### src/rtl/ternary_k3_word_tx.sv
// Serialises a word of 2-bit ternary trits onto a valid/ready lane, framed
// with start/end markers and an optional mod-3 check trit after the data.
module ternary_k3_word_tx #(
    parameter int unsigned N_TRITS  = 9,
    parameter bit          CHECK_EN = 1'b1
) (
    input  logic                 clk,
    input  logic                 rst_n,
    input  logic [2*N_TRITS-1:0] in_word,
    input  logic                 in_valid,
    output logic                 in_ready,
    output logic [1:0]           tx_trit,
    output logic                 tx_valid,
    input  logic                 tx_ready,
    output logic                 tx_sof,
    output logic                 tx_eof,
    output logic                 err_illegal
);

    localparam int unsigned W    = 2 * N_TRITS;
    localparam int unsigned CW   = (N_TRITS > 1) ? $clog2(N_TRITS) : 1;
    localparam int unsigned LAST = N_TRITS - 1;

    localparam logic [1:0] TRIT_ZERO = 2'b01;

    typedef enum logic [1:0] {
        IDLE  = 2'd0,
        SEND  = 2'd1,
        CHECK = 2'd2
    } state_t;

    state_t          state;
    logic [W-1:0]    shreg;
    logic [CW-1:0]   cnt;
    logic [1:0]      acc;

    logic [W-1:0]    shreg_sh;
    logic [CW-1:0]   cnt_inc;
    logic [2:0]      acc_sum;
    logic [1:0]      acc_next;
    logic            illegal;

    // Mod-3 weight of a trit: T counts as 2 (i.e. -1), 0 as 0, 1 as 1.
    function automatic logic [1:0] trit_weight(input logic [1:0] t);
        case (t)
            2'b00:   trit_weight = 2'd2;
            2'b10:   trit_weight = 2'd1;
            default: trit_weight = 2'd0;
        endcase
    endfunction

    // Encode the final residue back into a trit code.
    function automatic logic [1:0] check_trit(input logic [1:0] c);
        case (c)
            2'd1:    check_trit = 2'b10;
            2'd2:    check_trit = 2'b00;
            default: check_trit = 2'b01;
        endcase
    endfunction

    assign shreg_sh = shreg >> 2;
    assign cnt_inc  = cnt + CW'(1);
    assign acc_sum  = {1'b0, acc} + {1'b0, trit_weight(tx_trit)};
    assign acc_next = (acc_sum >= 3'd3) ? 2'(acc_sum - 3'd3) : acc_sum[1:0];

    // Flag any trit position carrying the unused code 2'b11.
    always_comb begin
        illegal = 1'b0;
        for (int i = 0; i < int'(N_TRITS); i++) begin
            if (in_word[2*i +: 2] == 2'b11) begin
                illegal = 1'b1;
            end
        end
    end

    // Frame FSM with registered lane outputs.
    always_ff @(posedge clk) begin
        if (!rst_n) begin
            state       <= IDLE;
            shreg       <= '0;
            cnt         <= '0;
            acc         <= '0;
            in_ready    <= 1'b1;
            tx_valid    <= 1'b0;
            tx_trit     <= TRIT_ZERO;
            tx_sof      <= 1'b0;
            tx_eof      <= 1'b0;
            err_illegal <= 1'b0;
        end else begin
            err_illegal <= 1'b0;
            case (state)
                IDLE: begin
                    if (in_valid && in_ready) begin
                        if (illegal) begin
                            err_illegal <= 1'b1;
                        end else begin
                            state    <= SEND;
                            shreg    <= in_word;
                            cnt      <= '0;
                            acc      <= '0;
                            in_ready <= 1'b0;
                            tx_valid <= 1'b1;
                            tx_trit  <= in_word[1:0];
                            tx_sof   <= 1'b1;
                            tx_eof   <= (N_TRITS == 1) && !CHECK_EN;
                        end
                    end
                end
                SEND: begin
                    if (tx_ready) begin
                        acc <= acc_next;
                        if (cnt == CW'(LAST)) begin
                            if (CHECK_EN) begin
                                state   <= CHECK;
                                tx_trit <= check_trit(acc_next);
                                tx_sof  <= 1'b0;
                                tx_eof  <= 1'b1;
                            end else begin
                                state    <= IDLE;
                                in_ready <= 1'b1;
                                tx_valid <= 1'b0;
                                tx_trit  <= TRIT_ZERO;
                                tx_sof   <= 1'b0;
                                tx_eof   <= 1'b0;
                            end
                        end else begin
                            cnt     <= cnt_inc;
                            shreg   <= shreg_sh;
                            tx_trit <= shreg_sh[1:0];
                            tx_sof  <= 1'b0;
                            tx_eof  <= !CHECK_EN && (cnt_inc == CW'(LAST));
                        end
                    end
                end
                CHECK: begin
                    if (tx_ready) begin
                        state    <= IDLE;
                        in_ready <= 1'b1;
                        tx_valid <= 1'b0;
                        tx_trit  <= TRIT_ZERO;
                        tx_sof   <= 1'b0;
                        tx_eof   <= 1'b0;
                    end
                end
                default: begin
                    state    <= IDLE;
                    in_ready <= 1'b1;
                    tx_valid <= 1'b0;
                    tx_trit  <= TRIT_ZERO;
                    tx_sof   <= 1'b0;
                    tx_eof   <= 1'b0;
                end
            endcase
        end
    end

endmodule

### config.mk
export PLATFORM = sky130hd
export DESIGN_NAME = ternary_k3_word_tx
export DESIGN_NICKNAME = d
export VERILOG_FILES = /design/src/rtl/ternary_k3_word_tx.sv
export SDC_FILE = /design/constraint.sdc
export NUM_CORES = 1
export LEC_CHECK = 0
export BUFFER_PORTS_ARGS = -buffer_cell sky130_fd_sc_hd__buf_2
export CAP_MARGIN = 20
export CORE_AREA = 2 2 51 76
export CTS_CLUSTER_SIZE = 30
export DETAILED_ROUTE_END_ITERATION = 8
export DIE_AREA = 0 0 53 78
export HOLD_SLACK_MARGIN = 0.1
export PLACE_DENSITY = 0.81
export SYNTH_ARGS = -nofsm -noshare
export SYNTH_HDL_FRONTEND = slang
export SYNTH_SLANG_ARGS = --single-unit
### constraint.sdc
create_clock -name clk -period 3.7 [get_ports clk]
set_input_delay 0 -clock clk [delete_from_list [all_inputs] [get_ports clk]]
set_output_delay 0 -clock clk [all_outputs]
set_load 0.005 [all_outputs]
==> impl_metrics.toml, run 1 <==
[status]
outcome = "finished clean"

[floorplanning]
ios = 29
die_height_um = 78
rows = 26
core_sq_um = 3420
start_util_pct = 49.7
die_w_um = 53
die_area_sq_um = 4130

[flow_run]
drv_cap = 0

[timing]
finalWorstSetupSlack_ps = 782
finalClockSkew_ps = 8.68
period_share_pct = 78.9
fmax_mhz = 343
period_needed_ps = 2920
tightest_slew_ps = 785
finalSetupTns_ps = 0
rsz0062_at_grt = "false"
whs_ps = 138
finalHoldViolCount = 0
finalSetupViolations = 0
slew_headroom_pct = 47.5
maxSlewViolCount = 0

[synthesis]
syn-num-nets = 226
avgSynthCellArea_sq_um = 8.71
synth_seq_cells = 31
yosysWarnings = 0
synth_compound_area_share_pct = 23.8
synth.largest_area_cell = "dfxtp_1"
yosys-mux-area-fraction_pct = 13.1
synth-seq-area-share_pct = 36.5
syn_area_sq_um = 1700
ys_top_cells_by_area = "dfxtp_1 37%, mux2i_1 12%, a21oi_1 6.8%, ha_1 5.9%, o21ai_0 5.6%"
synth_simple_gate_area_share_pct = 14.1
yosys.area_share.xor_xnor_pct = 0
synth_top_family_by_area = "compound AO/OA/AOI/OAI gates"
synth_cells = 195
synth.distinct_cells = 38
yosysTopAreaCellShare_pct = 36.5
synthAdderAreaFrac_pct = 7.07

[critical_path]
slowest_delay_ps = 520
cp_slowest_cell = "fa_1"
startpoint_type = "register"
crit_chain = "nor2b_1 > ha_1 > inv_1 > fa_1 > inv_1 > ha_1 > nor2b_1 > nor2b_1 > o21ai_0 > ha_1 > mux2_2 > a21oi_1 > mux2i_1"
worstPathRequired_ps = 3870
crit_arrival_ps = 3090
worstSetupPathType = "register to register"
cp-end-kind = "register"
critical_path.max_fanout = 4

[routing]
post_drt_wl_per_cell_um = 14.6
wl_met3_um = 137
wl_um = 4110
route.met2.wl_um = 2220
drtPass1Iterations = 4
antenna_left = 0
dr.max_layer_used = "met4"
via_count = 1544
vias_per_cell = 5.49
drtIter0Drc = 36
drc = 0
wl_met1_um = 1680

[global_routing]
grt_pass1_wl_um = 7210
grt_max_degree = 32
grt_usage_pct = 23.1
antenna_found_initial = 0
first_global_vias = 1588
gr-total-overflow = 0

[power_and_ir_drop]
total_power_mw = 0.812
peakVddDrop_mv = 0.404
p_per_area_nw_per_um2 = 385
p_leak_nw = 0.866

[layout]
drive_above_1_share_pct = 18.4
nNetsFinal = 270
fin_area_sq_um = 2110
fillers = 298
diodes = 0
area_growth_pct = 24.2
fin_cells = 281
mostFrequentLayoutCell = "dfxtp_1"
mostFrequentLayoutCells = "31 x dfxtp_1, 28 x buf_2, 23 x a21oi_1, 21 x nand2_1, 20 x mux2i_1"
postLayoutCoreUtil_pct = 61.8

[clocking]
root_buffer = "clkbuf_8"
cts_sinks = 31
cts-buffers-inserted = 5
clk_pin_slew_ps = 70
cts_hold_buffers = 17
ctsHtreeMaxLevel = 2
clk_latency_ps = 290
cts_tree = "done"
cts_resized = 0
post_cts_buffers = 0
cts_max_path_buffers = 2

[worst_hold_path]
hp-class = "input pin to register"

[placement]
pre_cts_slack_ps = 856
place_area_sq_um = 1850
port_buffers = 28
gp_congestion = 0.809
place_hpwl_um = 2650
dp.cells = 257
==> final timing paths <==
path / startpoint / end / slack (ps) / cells past startpoint
worst max-delay path: tx_trit[1] / tx_trit[0] / 780 / 13
worst min-delay path: in_word[1] / tx_trit[1] / 140 / 5
worst max register to register: tx_trit[1] / tx_trit[0] / 780 / 13
worst min register to register: tx_eof / tx_eof / 460 / 2
==> sequential cells by signal, indices dropped and copies added (netlist names) <==
name / cells
state: 2
tx_sof: 1
in_ready: 1
tx_eof: 1
cnt: 4
acc: 2
tx_valid: 1
tx_trit: 2
shreg: 16
err_illegal: 1
==> worst max-delay path: cells and delay by family, from the launching register on <==
kind / cells / cell delay, ps
AOI/OAI and AO/OA: 2 / 260
adders and majority gates: 4 / 1150
and+or+nand+nor: 3 / 590
DFF: 1 / 350
muxes: 2 / 350
buffers and inverters: 2 / 100
==> layout make-up <==
class | count | area [sq um] | area share, %
well taps | 42 | 52.6 | 2.49
clock buffers | 6 | 82.6 | 3.91
inverters | 10 | 37.5 | 1.78
repair buffers | 47 | 325 | 15.4
multi-input cells | 144 | 987 | 46.8
clock inverters | 1 | 5.00 | 0.237
flip-flops and latches | 31 | 621 | 29.4
==> synth_stat cells <==
library cell,n
or2_2,1
nand3_1,6
o21a_1,1
a21oi_1,23
ha_1,8
a211oi_1,3
or4_4,1
a22oi_1,2
o41ai_4,1
or3_1,3
clkbuf_1,6
nand2_1,21
a21o_1,4
buf_2,1
mux2i_1,20
nor2_1,7
o31ai_1,1
buf_1,1
o21ai_0,19
o2111ai_1,1
clkinv_1,1
a21boi_2,1
nor2b_1,3
buf_6,2
o211ai_1,2
nand4b_1,2
and3b_1,1
a22o_1,3
o21ai_2,1
fa_1,1
inv_1,9
nand4_1,2
nand2b_1,1
o21ai_1,1
mux2_2,2
a2111oi_0,1
nor3_1,1
dfxtp_1,31
==> where the power goes <==
group | switching (mW) | internal (mW) | total, mW | leakage (nW)
logic | 0.101 | 0.0778 | 0.179 | 0.568
registers | 0.00988 | 0.351 | 0.361 | 0.251
clock network | 0.126 | 0.146 | 0.272 | 0.0470
==> kinds of logic (layout without fill, tap and decap cells) <==
logic type,count (synthesis),after routing
AO/OA/AOI/OAI,64,64
buffers and inverters,20,64
adder cells (fa/ha/maj),9,9
flip-flops,31,31
AND/OR/NAND/NOR,49,49
multiplexers,22,22
==> metal layers <==
metal	up-vias	GRT usage [%]
met5	-	0
met4	0	9.23
met3	6	4.04
li1	795	-
met1	715	25.7
met2	28	41.5
Note: power is estimated with default switching activity, not from simulation.
==> run 2: changes to the inputs <==
--- a/config.mk
+++ b/config.mk
@@ -5,14 +5,15 @@
 export SDC_FILE = /design/constraint.sdc
 export NUM_CORES = 1
 export LEC_CHECK = 0
+export ABC_AREA = 1
 export BUFFER_PORTS_ARGS = -buffer_cell sky130_fd_sc_hd__buf_2
 export CAP_MARGIN = 20
-export CORE_AREA = 2 2 51 76
+export CORE_AREA = 2 2 53 79
 export CTS_CLUSTER_SIZE = 30
 export DETAILED_ROUTE_END_ITERATION = 8
-export DIE_AREA = 0 0 53 78
+export DIE_AREA = 0 0 55 81
 export HOLD_SLACK_MARGIN = 0.1
-export PLACE_DENSITY = 0.81
+export PLACE_DENSITY = 0.82
 export SYNTH_ARGS = -nofsm -noshare
 export SYNTH_HDL_FRONTEND = slang
 export SYNTH_SLANG_ARGS = --single-unit
==> constraint.sdc (replaced) <==
create_clock -name clk -period 2.35 [get_ports clk]
set_input_delay 0 -clock clk [delete_from_list [all_inputs] [get_ports clk]]
set_output_delay 0 -clock clk [all_outputs]
set_load 0.005 [all_outputs]
==> impl_metrics.toml, run 2 <==
[status]
outcome = "finished with violations"
violations = "negative setup slack"

[power_and_ir_drop]
power_frac_seq_pct = 32.8
p_per_area_nw_per_um2 = 919
peakVddDrop_mv = 0.635
p_comb_share_pct = 48.6
power.switching_mw = 0.868
clock_power_share_pct = 18.6
p_int_mw = 1.29
p_leak_nw = 1.16
power_switching_share_pct = 40.3

[critical_path]
critPathBufInv = 7
startpoint_type = "register"
regToRegSetupSlack_ps = -150
worstSetupPathType = "register to register"
cp_slowest_cell = "fa_1"
r2r-start = "tx_trit[1]"
crit_arrival_ps = 2680
crit_chain = "inv_2 > nor2_2 > ha_2 > inv_2 > fa_1 > inv_2 > ha_4 > nor2_4 > nand2_2 > buf_4 > buf_4 > buf_4 > buf_4 > nand3_2 > nand4_1 > nand2_1 > nor2_1"
cpMostUsedCell = "buf_4"
critPathCapture = "acc[0]"
worstRegToRegCells = 17
worstPathRequired_ps = 2530
crit_cells = 17
critical_path.max_fanout = 3
slowest_delay_ps = 520
cp_top_family = "adder cells"
cp-end-kind = "register"
worstReg2RegEnd = "acc[0]"
crit_start = "tx_trit[1]"

[synthesis]
syn-num-nets = 312
syn_area_sq_um = 1800
yosysWarnings = 0
synthArstFlopShare_pct = 0
synth_cells = 281
yosysTopAreaCellShare_pct = 34.4
synth_edf_count = 0
synth-seq-area-share_pct = 34.4
synth.distinct_cells = 26
ys_top_cells_by_area = "dfxtp_1 34%, nand2_1 20%, nor2_1 9.8%, inv_1 5.6%, ha_1 5.6%"
synth_common_cells = "95 x nand2_1, 47 x nor2_1, 31 x dfxtp_1"
synthFlopType = "dfxtp_1"
synth_seq_cells = 31
yosysMostFrequentCell = "nand2_1"
avgSynthCellArea_sq_um = 6.41
synth.largest_area_cell = "dfxtp_1"

[clocking]
clk_pin_slew_ps = 60
cts-buffers-inserted = 5
cts_sinks = 31
clk_latency_ps = 280
cts_tree = "done"
cts_max_path_buffers = 2
ctsHtreeMaxLevel = 2
root_buffer = "clkbuf_8"

[timing]
finalClockSkew_ps = 8.33
finalWorstSetupSlack_ps = -151
finalSetupViolations = 3
maxSlewViolCount = 0
fmax_mhz = 400
tightest_slew_ps = 436
whs_ps = 105
finalHoldViolCount = 0
rsz0062_at_grt = "true"
slew_headroom_pct = 70.9
period_share_pct = 106
period_needed_ps = 2500

[routing]
antenna_left = 0
vias_per_cell = 4.87
drtPass1Iterations = 4
via_count = 1869
wl_um = 4320
post_drt_wl_per_cell_um = 11.3
drtIter0Drc = 57
drc = 0

[layout]
seqCellArea_sq_um = 622
fillers = 355
mostFrequentLayoutCell = "nand2_1"
diodes = 0
nNetsFinal = 369
area_growth_pct = 30.1
mostFrequentLayoutCells = "92 x nand2_1, 45 x nor2_1, 30 x dfxtp_1, 28 x buf_2, 23 x inv_1"
multiInputGateArea_sq_um = 1040
largest_reg_flops = 16
top_register = "shreg"
drive_above_1_share_pct = 21.2
reg_top3 = "shreg: 16 flops, cnt: 4 flops"
fin_area_sq_um = 2340

[floorplanning]
ios = 29
die_area_sq_um = 4460
die_height_um = 81
start_util_pct = 46.8
die_w_um = 55
core_sq_um = 3850
rows = 28

[placement]
place_hpwl_um = 2910
place_area_sq_um = 1980
port_buffers = 28
gp_congestion = 0.772

[global_routing]
antenna_found_initial = 0
grt_pass1_wl_um = 7350
grt_usage_pct = 22.4
first_global_vias = 1868
grt_max_degree = 26
gr-total-overflow = 0

[worst_hold_path]
worstHoldPathCells = 5
hp-class = "input pin to register"

[flow_run]
drv_cap = 0
[run 2: cell types whose count changed in the layout (fill, tap and decap cells not counted), sizes merged, moves of 3 or more]
cell / delta
nand4: +3
mux2i: -20
a21oi: -12
or3: -3
inv: +20
a22o: -3
nand3: +11
a21o: -4
nor2: +40
buf: +15
o21ai: -3
nand2: +75
a211oi: -3
nor2b: -3
[run 2: repair_timing]
| action | CTS | global route |
|---|---|---|
| hold endpoints to repair | 15 | 0 |
| hold buffers | 15 | 0 |
| cloned | 0 | 0 |
| resized for setup | 12 | 6 |
| setup buffers | 7 | 5 |
| endpoints found under the setup margin | 2 | 4 |
| pin swaps | 9 | 4 |
[run 2: area by class of cell]
class                           instances  area share [%]
Clock buffer                            7            3.26
Clock inverter                          1           0.214
Inverter                               29            4.75
Multi-Input combinational cell        211            44.5
Sequential cell                        31            26.5
Tap cell                               45            2.40
Timing Repair Buffer                   60            18.3
[run 2: worst min path at each step]
stage	start	end	slack (ps)
floorplan	rst_n	state[0]	120
global placement	in_valid	err_illegal	250
detailed placement	in_valid	err_illegal	250
CTS	in_word[5]	shreg[5]	110
global route	in_word[5]	shreg[5]	130
finish	in_word[8]	shreg[8]	100
[run 2: layer usage]
layer	GRT usage [%]	part of all wire, %	wire, um	up-vias
met5	0	0	0	-
met4	13.4	3.4	148	0
met3	4.96	2.9	125	16
met2	39.0	53	2310	31
met1	23.3	40	1740	826
li1	-	-	-	996
[run 2: worst register-to-register path, stage by stage, from the launching register on]
cell and delay (ps):
dfxtp_2 340, inv_2 40, nor2_2 100, ha_2 170
inv_2 30, fa_1 520, inv_2 60, ha_4 160
nor2_4 110, nand2_2 90, buf_4 140, buf_4 120
buf_4 120, buf_4 120, nand3_2 70, nand4_1 100
nand2_1 80, nor2_1 40
[run 2: through the flow]
step | setup WS [ps] | instances | setup TNS [ps] | power (mW) | util (%)
5_1_grt | -288 | 384 | -860 | 2.35 | 60.8
4_1_cts | -105 | 381 | -143 | 2.10 | 59.7
6_report | -151 | 384 | -343 | 2.15 | 60.8
2_1_floorplan | 3.69 | 281 | 0 | 1.39 | -
3_3_place_gp | -64.3 | 351 | -64.3 | 1.56 | 51.5
3_5_place_dp | -174 | 351 | -238 | 1.59 | 51.5
[run 2: cell families (layout without fill, tap and decap cells)]
| family | count (synthesis) | count (layout) | share of synthesized area [%] |
|---|---|---|---|
| flip-flops | 31 | 31 | 34.4 |
| XOR/XNOR | 2 | 2 | 0.972 |
| AO/OA/AOI/OAI | 31 | 31 | 9.17 |
| buffers and inverters | 39 | 97 | 10.0 |
| adder cells (fa/ha/maj) | 9 | 9 | 6.67 |
| AND/OR/NAND/NOR | 169 | 169 | 38.8 |
[run 2: power groups by stage]
stage | Sequential, mW | Combinational [mW] | Clock (mW)
global route | 0.721 | 1.20 | 0.433
floorplan | 0.707 | 0.684 | 0
global placement | 0.709 | 0.847 | 0
CTS | 0.706 | 0.987 | 0.406
finish | 0.707 | 1.05 | 0.400
detailed placement | 0.716 | 0.873 | 0
==> run 3: changes to the inputs <==
==> config.mk (replaced) <==
export PLATFORM = sky130hd
export DESIGN_NAME = ternary_k3_word_tx
export DESIGN_NICKNAME = d
export VERILOG_FILES = /design/src/rtl/ternary_k3_word_tx.sv
export SDC_FILE = /design/constraint.sdc
export NUM_CORES = 1
export LEC_CHECK = 0
export ABC_AREA = 0
export BUFFER_PORTS_ARGS = -buffer_cell sky130_fd_sc_hd__buf_2
export CAP_MARGIN = 20
export CORE_AREA = 2 2 51 77
export CTS_CLUSTER_SIZE = 30
export DETAILED_ROUTE_END_ITERATION = 8
export DIE_AREA = 0 0 53 79
export HOLD_SLACK_MARGIN = 0.1
export PLACE_DENSITY = 0.83
export SLEW_MARGIN = 25
export SYNTH_ARGS = -nofsm -noshare
export SYNTH_HDL_FRONTEND = slang
export SYNTH_SLANG_ARGS = --single-unit
==> impl_metrics.toml, run 3 (synthesis results as in run 1) <==
[critical_path]
critPathBufInv = 2
cp_slowest_cell = "fa_1"
crit_cells = 13
crit_start = "tx_trit[1]"
r2r-start = "tx_trit[1]"
crit_chain = "nor2b_4 > ha_4 > inv_2 > fa_1 > inv_2 > ha_4 > nor2b_4 > nor2b_4 > o21ai_2 > ha_4 > mux2_4 > a21oi_2 > mux2i_1"
startpoint_type = "register"
critPathCapture = "tx_trit[0]"
worstPathRequired_ps = 2520
slowest_delay_ps = 540
worstSetupPathType = "register to register"
cp_top_family = "adder cells"
worstReg2RegEnd = "tx_trit[0]"
regToRegSetupSlack_ps = -210
cp-end-kind = "register"
crit_arrival_ps = 2730
worstRegToRegCells = 13
critical_path.max_fanout = 4

[placement]
port_buffers = 28
place_hpwl_um = 2830
dp.cells = 266
place_area_sq_um = 1930
pre_cts_slack_ps = -291
gp_congestion = 0.840

[clocking]
cts_tree = "done"
post_cts_buffers = 0
cts-buffers-inserted = 5
clk_latency_ps = 280
clk_pin_slew_ps = 70
cts_sinks = 31
ctsHtreeMaxLevel = 2
root_buffer = "clkbuf_8"
cts_max_path_buffers = 2

[layout]
largest_reg_flops = 16
fin_area_sq_um = 2260
nNetsFinal = 278
mostFrequentLayoutCells = "29 x dfxtp_1, 28 x buf_2, 22 x a21oi_1, 21 x nand2_1, 20 x mux2i_1"
mostFrequentLayoutCell = "dfxtp_1"
reg_top3 = "shreg: 16 flops, cnt: 4 flops"
drive_above_1_share_pct = 26.2
top_register = "shreg"
diodes = 0
fillers = 286
area_growth_pct = 33.3
fin_cells = 291

[timing]
tightest_slew_ps = 415
finalWorstSetupSlack_ps = -213
period_needed_ps = 2560
finalHoldViolCount = 0
finalSetupTns_ps = -213
finalClockSkew_ps = 2.55
fmax_mhz = 390
finalSetupViolations = 1
maxSlewViolCount = 0
slew_headroom_pct = 71.6
rsz0062_at_grt = "true"
whs_ps = 101
period_share_pct = 109

[status]
violations = "negative setup slack"
outcome = "finished with violations"

[worst_hold_path]
hp-class = "input pin to register"
hold_path_startpoint = "rst_n"

[power_and_ir_drop]
p_comb_share_pct = 24.2
power_frac_seq_pct = 41.8
power.switching_mw = 0.392
p_int_mw = 0.979
peakVddDrop_mv = 0.462
power_switching_share_pct = 28.6
p_per_area_nw_per_um2 = 606
p_leak_nw = 0.930
clock_power_share_pct = 34.1

[floorplanning]
rows = 27
ios = 29
core_sq_um = 3550
start_util_pct = 47.9
die_area_sq_um = 4190
die_height_um = 79
die_w_um = 53

[routing]
vias_per_cell = 5.61
wl_um = 4150
drtIter0Drc = 35
drc = 0
via_count = 1632
post_drt_wl_per_cell_um = 14.3
drtPass1Iterations = 4
antenna_left = 0

[global_routing]
grt_max_degree = 35
grt_pass1_wl_um = 7030
antenna_found_initial = 0
first_global_vias = 1625
grt_usage_pct = 22.6
gr-total-overflow = 0

[flow_run]
drv_cap = 0
run 3: cell count changes in the layout (fill, tap and decap cells not counted), sizes merged, moves of 4 or more:
cell   before  now
nand2      96   21
nor2       47    7
inv        29    9
mux2i       0   20
a21oi      11   23
nand3      17    6
buf        45   38
a21o        0    4
run 3: layout make-up:
class | instances | area (sq um) | area share [%]
timing repair buffer | 55 | 385 | 17.0
clock buffer | 8 | 100 | 4.42
multi-input combinational | 144 | 1060 | 47.0
tap | 43 | 53.8 | 2.38
sequential | 31 | 623 | 27.5
inverter | 10 | 37.5 | 1.66
run 3: worst min-delay path by stage:
stage	to	slack, ps	depth (start not counted)
3_5_place_dp	shreg[17]	280	3
6_report	state[1]	100	3
5_1_grt	state[1]	140	3
2_1_floorplan	shreg[16]	160	2
3_3_place_gp	shreg[17]	270	3
4_1_cts	cnt[3]	110	3
run 3: through the flow:
stage,power [mW],utilization (%)
after global routing,1.43,63.8
final,1.37,63.8
after detailed placement,0.874,54.5
after global placement,0.865,54.5
after floorplan,0.765,-
after CTS,1.36,62.8
run 3: routing by layer:
metal	up-vias	global-route usage, %	part of all wire, %
li1	808	-	-
met4	0	8.21	2.7
met1	768	24.1	38
met3	15	5.08	3.2
met5	-	0	0
met2	41	41.6	56
run 3: worst register-to-register path: stages, from the launching register on:
cell	delay (ps)
dfxtp_2	350
nor2b_4	160
ha_4	130
inv_2	30
fa_1	540
inv_2	50
ha_4	150
nor2b_4	130
nor2b_4	170
o21ai_2	70
ha_4	200
mux2_4	260
a21oi_2	130
mux2i_1	70
run 3: what timing repair did:
item / in CTS / in global routing
endpoints found under the setup margin: 2 / 2
gates resized for setup: 7 / 6
hold buffers: 17 / 0
endpoints found under the hold margin: 17 / 0
pin swaps: 1 / 5
run 3: power groups by stage:
stage	logic, mW	registers (mW)	clock network (mW)
after detailed placement	0.294	0.580	0
after global placement	0.286	0.578	0
after floorplan	0.187	0.578	0
final	0.332	0.573	0.467
after CTS	0.321	0.572	0.471
after global routing	0.366	0.575	0.487
